--- src/rtl/vga_pixel_selector_if.sv ---
// Sprite move port between a move-command source and vga_pixel_selector.
//   move_valid : source requests a one-step sprite move
//   move_dir   : 00 up, 01 down, 10 left, 11 right
//   move_ready : selector can take a command (no move pending)
interface vga_pixel_selector_if;
  logic       move_valid;
  logic [1:0] move_dir;
  logic       move_ready;

  modport master (output move_valid, output move_dir, input move_ready);
  modport slave  (input move_valid, input move_dir, output move_ready);
endinterface

--- src/rtl/vga_pixel_selector.sv ---
// VGA timing generator and colour-code classifier feeding mux_color.
// Ports:
//   clk, rst      : pixel clock, synchronous active-high reset
//   test_en       : force code 01 over the whole active area
//   mv            : sprite move port (slave side)
//   selector      : 00 background, 01 test, 10 grid, 11 sprite (1-cycle latency)
//   hsync, vsync  : active-low syncs (2-cycle latency, aligned with mux_color)
//   video_on      : active-area flag, aligned with hsync
//   frame_start   : one-cycle pulse for pixel (0,0), aligned with hsync
//   pixel_x/y     : current counters, undelayed
module vga_pixel_selector #(
  parameter int unsigned H_ACTIVE = 640,
  parameter int unsigned H_FP     = 16,
  parameter int unsigned H_SYNC   = 96,
  parameter int unsigned H_BP     = 48,
  parameter int unsigned V_ACTIVE = 480,
  parameter int unsigned V_FP     = 10,
  parameter int unsigned V_SYNC   = 2,
  parameter int unsigned V_BP     = 33,
  parameter int unsigned LINE_X0  = 213,
  parameter int unsigned LINE_X1  = 426,
  parameter int unsigned LINE_Y0  = 160,
  parameter int unsigned LINE_Y1  = 320,
  parameter int unsigned LINE_W   = 4,
  parameter int unsigned SPR_SIZE = 32,
  parameter int unsigned SPR_STEP = 8,
  parameter int unsigned SPR_X0   = 304,
  parameter int unsigned SPR_Y0   = 224
) (
  input  logic                       clk,
  input  logic                       rst,
  input  logic                       test_en,
  vga_pixel_selector_if.slave        mv,
  output logic [1:0]                 selector,
  output logic                       hsync,
  output logic                       vsync,
  output logic                       video_on,
  output logic                       frame_start,
  output logic [9:0]                 pixel_x,
  output logic [9:0]                 pixel_y
);

  localparam logic [9:0] H_LAST   = 10'(H_ACTIVE + H_FP + H_SYNC + H_BP - 1);
  localparam logic [9:0] V_LAST   = 10'(V_ACTIVE + V_FP + V_SYNC + V_BP - 1);
  localparam logic [9:0] H_ACT    = 10'(H_ACTIVE);
  localparam logic [9:0] V_ACT    = 10'(V_ACTIVE);
  localparam logic [9:0] HS_START = 10'(H_ACTIVE + H_FP);
  localparam logic [9:0] HS_END   = 10'(H_ACTIVE + H_FP + H_SYNC);
  localparam logic [9:0] VS_START = 10'(V_ACTIVE + V_FP);
  localparam logic [9:0] VS_END   = 10'(V_ACTIVE + V_FP + V_SYNC);
  localparam logic [9:0] LX0      = 10'(LINE_X0);
  localparam logic [9:0] LX0_E    = 10'(LINE_X0 + LINE_W);
  localparam logic [9:0] LX1      = 10'(LINE_X1);
  localparam logic [9:0] LX1_E    = 10'(LINE_X1 + LINE_W);
  localparam logic [9:0] LY0      = 10'(LINE_Y0);
  localparam logic [9:0] LY0_E    = 10'(LINE_Y0 + LINE_W);
  localparam logic [9:0] LY1      = 10'(LINE_Y1);
  localparam logic [9:0] LY1_E    = 10'(LINE_Y1 + LINE_W);
  localparam logic [9:0] SIZE     = 10'(SPR_SIZE);
  localparam logic [9:0] STEP     = 10'(SPR_STEP);
  localparam logic [9:0] SX_MAX   = 10'(H_ACTIVE - SPR_SIZE);
  localparam logic [9:0] SY_MAX   = 10'(V_ACTIVE - SPR_SIZE);
  localparam logic [9:0] SX_RST   = 10'(SPR_X0);
  localparam logic [9:0] SY_RST   = 10'(SPR_Y0);

  typedef enum logic {MV_IDLE, MV_PEND} mv_state_e;

  logic [9:0] h_q, h_d, v_q, v_d;
  logic [9:0] sx_q, sx_d, sy_q, sy_d;
  logic [1:0] dir_q, dir_d;
  mv_state_e  state_q, state_d;
  logic       apply_slot, apply;
  logic       active, hs_raw, vs_raw, fs_raw, spr_hit, grid_hit;
  logic [1:0] code_d, sel_q;
  logic       hs1_q, hs2_q, vs1_q, vs2_q, von1_q, von2_q, fs1_q, fs2_q;

  // Counters
  always_comb begin
    h_d = h_q + 10'd1;
    v_d = v_q;
    if (h_q == H_LAST) begin
      h_d = '0;
      v_d = (v_q == V_LAST) ? '0 : v_q + 10'd1;
    end
  end

  // Stage 0 classification
  always_comb begin
    active   = (h_q < H_ACT) && (v_q < V_ACT);
    hs_raw   = !((h_q >= HS_START) && (h_q < HS_END));
    vs_raw   = !((v_q >= VS_START) && (v_q < VS_END));
    fs_raw   = (h_q == '0) && (v_q == '0);
    spr_hit  = (h_q >= sx_q) && (h_q < sx_q + SIZE) &&
               (v_q >= sy_q) && (v_q < sy_q + SIZE);
    grid_hit = ((h_q >= LX0) && (h_q < LX0_E)) || ((h_q >= LX1) && (h_q < LX1_E)) ||
               ((v_q >= LY0) && (v_q < LY0_E)) || ((v_q >= LY1) && (v_q < LY1_E));
    if (!active)       code_d = 2'b00;
    else if (test_en)  code_d = 2'b01;
    else if (spr_hit)  code_d = 2'b11;
    else if (grid_hit) code_d = 2'b10;
    else               code_d = 2'b00;
  end

  // Move FSM: next state
  assign apply_slot = (h_q == '0) && (v_q == V_ACT);

  always_comb begin
    state_d = state_q;
    dir_d   = dir_q;
    case (state_q)
      MV_IDLE: if (mv.move_valid) begin
        state_d = MV_PEND;
        dir_d   = mv.move_dir;
      end
      MV_PEND: if (apply_slot) state_d = MV_IDLE;
      default: state_d = MV_IDLE;
    endcase
  end

  // Move FSM: outputs. An accept landing on the apply slot is still IDLE
  // that cycle, so it naturally waits for the next frame's slot.
  always_comb begin
    mv.move_ready = (state_q == MV_IDLE);
    apply         = (state_q == MV_PEND) && apply_slot;
  end

  // Clamped sprite position update
  always_comb begin
    sx_d = sx_q;
    sy_d = sy_q;
    if (apply) begin
      case (dir_q)
        2'b00:   sy_d = (sy_q < STEP) ? '0 : sy_q - STEP;
        2'b01:   sy_d = (sy_q > SY_MAX - STEP) ? SY_MAX : sy_q + STEP;
        2'b10:   sx_d = (sx_q < STEP) ? '0 : sx_q - STEP;
        default: sx_d = (sx_q > SX_MAX - STEP) ? SX_MAX : sx_q + STEP;
      endcase
    end
  end

  // State register
  always_ff @(posedge clk) begin
    if (rst) begin
      h_q     <= '0;
      v_q     <= '0;
      state_q <= MV_IDLE;
      dir_q   <= '0;
      sx_q    <= SX_RST;
      sy_q    <= SY_RST;
      sel_q   <= '0;
      hs1_q   <= 1'b1;
      hs2_q   <= 1'b1;
      vs1_q   <= 1'b1;
      vs2_q   <= 1'b1;
      von1_q  <= 1'b0;
      von2_q  <= 1'b0;
      fs1_q   <= 1'b0;
      fs2_q   <= 1'b0;
    end else begin
      h_q     <= h_d;
      v_q     <= v_d;
      state_q <= state_d;
      dir_q   <= dir_d;
      sx_q    <= sx_d;
      sy_q    <= sy_d;
      sel_q   <= code_d;
      hs1_q   <= hs_raw;
      hs2_q   <= hs1_q;
      vs1_q   <= vs_raw;
      vs2_q   <= vs1_q;
      von1_q  <= active;
      von2_q  <= von1_q;
      fs1_q   <= fs_raw;
      fs2_q   <= fs1_q;
    end
  end

  assign selector    = sel_q;
  assign hsync       = hs2_q;
  assign vsync       = vs2_q;
  assign video_on    = von2_q;
  assign frame_start = fs2_q;
  assign pixel_x     = h_q;
  assign pixel_y     = v_q;

endmodule

--- src/flat_wrapper.sv ---
// flat-port wrapper written by rule: the top's interface ports become plain ports
module vga_pixel_selector_flat 
#(
  parameter int unsigned H_ACTIVE = 640,
  parameter int unsigned H_FP     = 16,
  parameter int unsigned H_SYNC   = 96,
  parameter int unsigned H_BP     = 48,
  parameter int unsigned V_ACTIVE = 480,
  parameter int unsigned V_FP     = 10,
  parameter int unsigned V_SYNC   = 2,
  parameter int unsigned V_BP     = 33,
  parameter int unsigned LINE_X0  = 213,
  parameter int unsigned LINE_X1  = 426,
  parameter int unsigned LINE_Y0  = 160,
  parameter int unsigned LINE_Y1  = 320,
  parameter int unsigned LINE_W   = 4,
  parameter int unsigned SPR_SIZE = 32,
  parameter int unsigned SPR_STEP = 8,
  parameter int unsigned SPR_X0   = 304,
  parameter int unsigned SPR_Y0   = 224
)
  (clk, rst, test_en, selector, hsync, vsync, video_on, frame_start, pixel_x, pixel_y, mv_move_valid, mv_move_dir, mv_move_ready);
  vga_pixel_selector_if mv_i ();
  input  logic clk;
  input  logic rst;
  input  logic test_en;
  output logic [1:0] selector;
  output logic hsync;
  output logic vsync;
  output logic video_on;
  output logic frame_start;
  output logic [9:0] pixel_x;
  output logic [9:0] pixel_y;
  input wire logic [$bits(mv_i.move_valid)-1:0] mv_move_valid;
  input wire logic [$bits(mv_i.move_dir)-1:0] mv_move_dir;
  output wire logic [$bits(mv_i.move_ready)-1:0] mv_move_ready;
  assign mv_i.move_valid = mv_move_valid;
  assign mv_i.move_dir = mv_move_dir;
  assign mv_move_ready = mv_i.move_ready;
  vga_pixel_selector #(.H_ACTIVE(H_ACTIVE), .H_FP(H_FP), .H_SYNC(H_SYNC), .H_BP(H_BP), .V_ACTIVE(V_ACTIVE), .V_FP(V_FP), .V_SYNC(V_SYNC), .V_BP(V_BP), .LINE_X0(LINE_X0), .LINE_X1(LINE_X1), .LINE_Y0(LINE_Y0), .LINE_Y1(LINE_Y1), .LINE_W(LINE_W), .SPR_SIZE(SPR_SIZE), .SPR_STEP(SPR_STEP), .SPR_X0(SPR_X0), .SPR_Y0(SPR_Y0)) u_core (.clk(clk), .rst(rst), .test_en(test_en), .mv(mv_i), .selector(selector), .hsync(hsync), .vsync(vsync), .video_on(video_on), .frame_start(frame_start), .pixel_x(pixel_x), .pixel_y(pixel_y));
endmodule
--- config.mk ---
export PLATFORM = sky130hd
export DESIGN_NAME = vga_pixel_selector_flat
export DESIGN_NICKNAME = d
export VERILOG_FILES = /design/src/rtl/vga_pixel_selector_if.sv /design/src/rtl/vga_pixel_selector.sv /design/src/flat_wrapper.sv
export SDC_FILE = /design/constraint.sdc
export NUM_CORES = 1
export LEC_CHECK = 0
export CAP_MARGIN = 5
export CORE_ASPECT_RATIO = 0.6
export CORE_MARGIN = 1.5
export CORE_UTILIZATION = 58
export CTS_BUF_LIST = sky130_fd_sc_hd__clkbuf_16
export DETAILED_ROUTE_END_ITERATION = 8
export PLACE_DENSITY = 0.81
export SLEW_MARGIN = 20
export SYNTH_ARGS = -nofsm -noshare
export SYNTH_HDL_FRONTEND = slang
export SYNTH_SLANG_ARGS = --single-unit
--- constraint.sdc ---
create_clock -name clk -period 2.93 [get_ports clk]
set_input_delay 0.879 -clock clk [delete_from_list [all_inputs] [get_ports clk]]
set_output_delay 0.879 -clock clk [all_outputs]
set_load 0.005 [all_outputs]
== Yosys cells after proc, flatten, opt, wreduce, memory -nomap -nowiden ==
Cells that the tools add are included.
Storage, ports and cells
  register bits after elaboration: 53
  bits of input ports: 6
  output and inout bits: 27
  logic and storage cells: 96
Cells by class
  add/subtract/negate cells: 8
  $lt $le $gt $ge: 22
  eq/ne operators: 5
  mux-type cells: 13
  bitwise logic cells: 3
  reduce and logical (&&, ||, !) cells: 29
Operators by type and width (count)
  10-bit two-way mux: 5
  10-bit by 9-bit < comparator with 1-bit output (second input constant): 4
  10-bit case mux with 2 select lines: 2
  10-bit by 9-bit >= comparator with 1-bit output (second input constant): 3
  10-bit by 1-bit adder with 10-bit output (second input constant): 2
  10-bit by 4-bit adder with 10-bit output (second input constant): 2
  10-bit by 6-bit adder with 10-bit output (second input constant): 2
  10-bit == test (second input constant): 2
  10-bit >= comparator: 2
  10-bit by 8-bit >= comparator with 1-bit output (second input constant): 2
  10-bit logical NOT: 2
  10-bit < comparator: 2
  10-bit < comparator (second input constant): 2
  10-bit by 4-bit < comparator with 1-bit output (second input constant): 2
  10-bit by 8-bit < comparator with 1-bit output (second input constant): 2
  10-bit by 4-bit subtractor with 10-bit output (second input constant): 2
  1-bit logical AND: 13
  10-bit by 9-bit == test with 1-bit output (second input constant): 1
  10-bit >= comparator (second input constant): 1
  10-bit > comparator (second input constant): 1
  10-bit by 9-bit > comparator with 1-bit output (second input constant): 1
  2-bit AND reduction: 3
  2-bit OR reduction: 3
  2-bit two-way mux: 2
  10 further kinds: 17

== Depth between registers and ports, before layout ==
  depth after elaboration: 8
  mapped depth: 9
  mapped depth without buffers: 9

== Least setup slack after synthesis ==
No wires, ideal clock.
  path type: reg-to-reg
  from: register u_core.sx_q[5]
  to: register u_core.sel_q[0] (netlist: u_core.selector[0])
  library setup time: 0.076 ns
  data arrival time: 1.996 ns
  slack: 0.859 ns
  cell stages (with the launch flop): 10
  buffers on the path: 0
  path through: dfxtp_1 -> ha_1 -> nand3_1 -> xnor2_1 -> ha_1 -> nand4_1 -> a21oi_1 -> a2111oi_0 -> nand4b_1 -> a21boi_0
Between the ends
  cells in the longest elaborated chain, start to end: 7
RTL lines
  start, declared: RTL line vga_pixel_selector.sv:69  | logic [9:0] sx_q, sx_d, sy_q, sy_d;
  start signal, assigned: RTL line vga_pixel_selector.sv:148  | sx_q <= SX_RST;
  start signal, assigned: RTL line vga_pixel_selector.sv:164  | sx_q <= sx_d;
  10-bit by 6-bit adder with 10-bit output: RTL line vga_pixel_selector.sv:93  | spr_hit = (h_q >= sx_q) && (h_q < sx_q + SIZE) &&
  10-bit < comparator: RTL line vga_pixel_selector.sv:93
  1-bit logical AND * (2 in series): RTL line vga_pixel_selector.sv:93
  1-bit logical AND *: RTL line vga_pixel_selector.sv:94  | (v_q >= sy_q) && (v_q < sy_q + SIZE);
  2-bit two-way mux *: RTL line vga_pixel_selector.sv:99  | else if (spr_hit) code_d = 2'b11;
  1-bit two-way mux *: RTL line vga_pixel_selector.sv:98  | else if (test_en) code_d = 2'b01;
  end signal, assigned: RTL line vga_pixel_selector.sv:166  | sel_q <= code_d;
  end, declared: RTL line vga_pixel_selector.sv:74  | logic [1:0] code_d, sel_q;
Every way passes the cells marked *; elsewhere a longest branch is shown, timed or not.
A chain may end at the register's enable or synchronous reset.

== Final worst setup path ==
Same ends and word-level chain as after synthesis.

==> qor.yml <==
cp_data_arrival_time_ps: 2620
clk_pin_slew_ps: 70
status: "complete, no violations"
hold_class: "reg2reg"
drt-pass1-iter-count: 5
fin_crit_ps: 2410
hold_ws_ps: 418
start_util_pct: 60.0
synth_edf_count: 0
grt_start_max_net_pins: 15
ys_ff_latch: 47
synth_nets: 459
drtIter0Drc: 217
holdBufCountCts: 0
tns_ps: 0
wl_mm: 8.65
seq_area_frac_synth_pct: 28.3
vdd_drop_max_v: 0.000351
vias_per_cell: 6.11
insertion_delay_ps: 290
antenna_cells: 0
yosys.area.top_type: "dfxtp_1"
cp-end-kind: "flop"
grt_pass1_vias: 2805
die_width_microns: 101
avgRoutedWirePerCell_microns: 16.7
hpwl_mm: 6.23
period_share_pct: 82.3
vias: 3158
yosys-top-cells-area: "dfxtp_1 28%, ha_1 15%, a21oi_1 4.2%"
core_sq_um: 5540
die_y_microns: 61.7
area_growth_pct: 16.2
maxCapViolCount: 0
ant_nets: 0
avgSynthCellArea_sq_um: 8.04
place.gp.congestion: 0.950
syn_area_sq_um: 3330
grt_use_total_pct: 29.2
drc: 0
rsz0062_at_grt: "no"
ctsResizeCount: 0
grt_pass1_wl_mm: 14.0
cp.required_ps: 3140
critPathLaunchType: "flop"
io_pins: 33
cts_num_sinks: 47
numCtsBuffers: 5
synth_cells: 414
crit_type: "reg2reg"
antenna_found_initial: 0
globalRouteOverflowTotal: 0
ys.flop_type: "dfxtp_1"
skew_ps: 5.77
synthArstFlopShare_pct: 0
finalSetupViolCount: 0
ys_warn_count: 0
rows: 21
io_buffers: 32
relSlewSlack_pct: 66.1
ys_types: 62
yosys.area.top_type_share_pct: 28.3
cts_max_level: 2
drive_above_1_share_pct: 5.26
max_slew.worst_pin.slew_ps: 507
finalNetCount: 481
finalHoldViolations: 0
cts_tree: "yes"
clk_path_buf_depth: 2
cp_max_fo: 10
die-area_sq_um: 6210
post_cts_buffers: 0
root_buffer: "clkbuf_16"
report.final.slew_viol_count: 0
leakagePower_nw: 1.51
fmax_mhz: 415
powerDensity_nw_per_um2: 387
==> power breakdown <==
part	switching [mW]	total, mW	internal (mW)
Clock	0.247	0.733	0.486
Sequential	0.0139	0.663	0.649
Combinational	0.0524	0.100	0.0480
Total	0.313	1.50	1.18
==> cells in the mapped netlist, types with 8 or more instances <==
cell type	number
a21oi_1	28
and3_1	8
clkbuf_1	11
dfxtp_1	47
ha_1	39
inv_1	31
nand2_1	29
nand3_1	23
nand4_1	12
nor2_1	37
nor3_1	10
o21ai_0	22
xnor2_1	11
xor2_1	12
==> registers in the layout, indices dropped and copies added, names as in the netlist <==
signal,flops
u_core.selector,2
u_core.pixel_x,10
u_core.sy_q,7
u_core.sx_q,7
u_core.frame_start,1
u_core.pixel_y,10
u_core.video_on,1
u_core.hs1_q,1
u_core.fs1_q,1
u_core.hsync,1
u_core.von1_q,1
u_core.vsync,1
u_core.dir_q,2
u_core.state_q,1
u_core.vs1_q,1
==> logic make-up after synthesis <==
logic type | Yosys count | share of synthesized area (%)
AOI/OAI and AO/OA | 91 | 17.2
xor gates and xnor gates | 23 | 6.05
adders and majority gates | 39 | 14.7
buffers and inverters | 50 | 6.09
DFF | 47 | 28.3
muxes | 2 | 0.602
and+or+nand+nor | 162 | 27.1
==> metal layers <==
metal	track usage, %	part of all wire [%]
met5	0	0
met2	47.1	45
met4	6.24	0.90
met1	41.6	47
met3	4.99	7.4
==> cells in the final DEF, fill, tap and decap left out, types with 3 or more instances in the layout <==
master | synthesis | final
a211oi_1 | 4 | 4
a21oi_1 | 28 | 28
a31oi_1 | 5 | 5
and3_1 | 8 | 8
and4_1 | 3 | 3
clkbuf_16 | 0 | 5
clkdlybuf4s50_1 | 0 | 32
dfxtp_1 | 47 | 47
ha_1 | 39 | 39
inv_1 | 31 | 32
nand2_1 | 29 | 29
nand2b_1 | 6 | 6
nand3_1 | 23 | 23
nand4_1 | 12 | 12
nor2_1 | 37 | 37
nor2b_1 | 4 | 4
nor3_1 | 10 | 10
nor4_1 | 4 | 4
o21ai_0 | 22 | 22
o22ai_1 | 4 | 4
or2_2 | 3 | 3
or3_1 | 3 | 3
or4_1 | 4 | 4
xnor2_1 | 11 | 11
xor2_1 | 12 | 12
==> per-stage QoR <==
step | cells | setup slack, ps | total power, mW | utilization [%] | instance area [sq um]
global route | 517 | 335 | 1.54 | 69.7 | 3860
detailed placement | 509 | 548 | 0.777 | 66.3 | 3680
finish | 517 | 520 | 1.50 | 69.7 | 3860
floorplan | 414 | 859 | 0.738 | - | 3330
CTS | 517 | 520 | 1.50 | 69.7 | 3860
global placement | 509 | 648 | 0.774 | 66.3 | 3680
==> worst paths after layout <==
check,slack (ps),start,cells after the start,to
max,520,u_core.sx_q[5],9,u_core.selector[0]
min,420,u_core.vs1_q,1,u_core.vsync
max reg2reg,520,u_core.sx_q[5],9,u_core.selector[0]
min reg2reg,420,u_core.vs1_q,1,u_core.vsync
==> cell type report <==
cell class / instances / area (sq um)
Clock buffer: 5 / 125
Clock inverter: 3 / 63.8
Fill cell: 466 / 1680
Inverter: 31 / 116
Multi-Input combinational cell: 317 / 2180
Sequential cell: 47 / 941
Tap cell: 80 / 100
Timing Repair Buffer: 34 / 335
==> critical path, cell delays in order (launching register included) <==
cell       delay (ps)
dfxtp_1           530
ha_1              300
nand3_1           120
xnor2_1           210
ha_1              270
nand4_1           100
a21oi_1            50
a2111oi_0         420
nand4b_1          170
a21boi_0          180
Power figures use the tool's default switching activity.
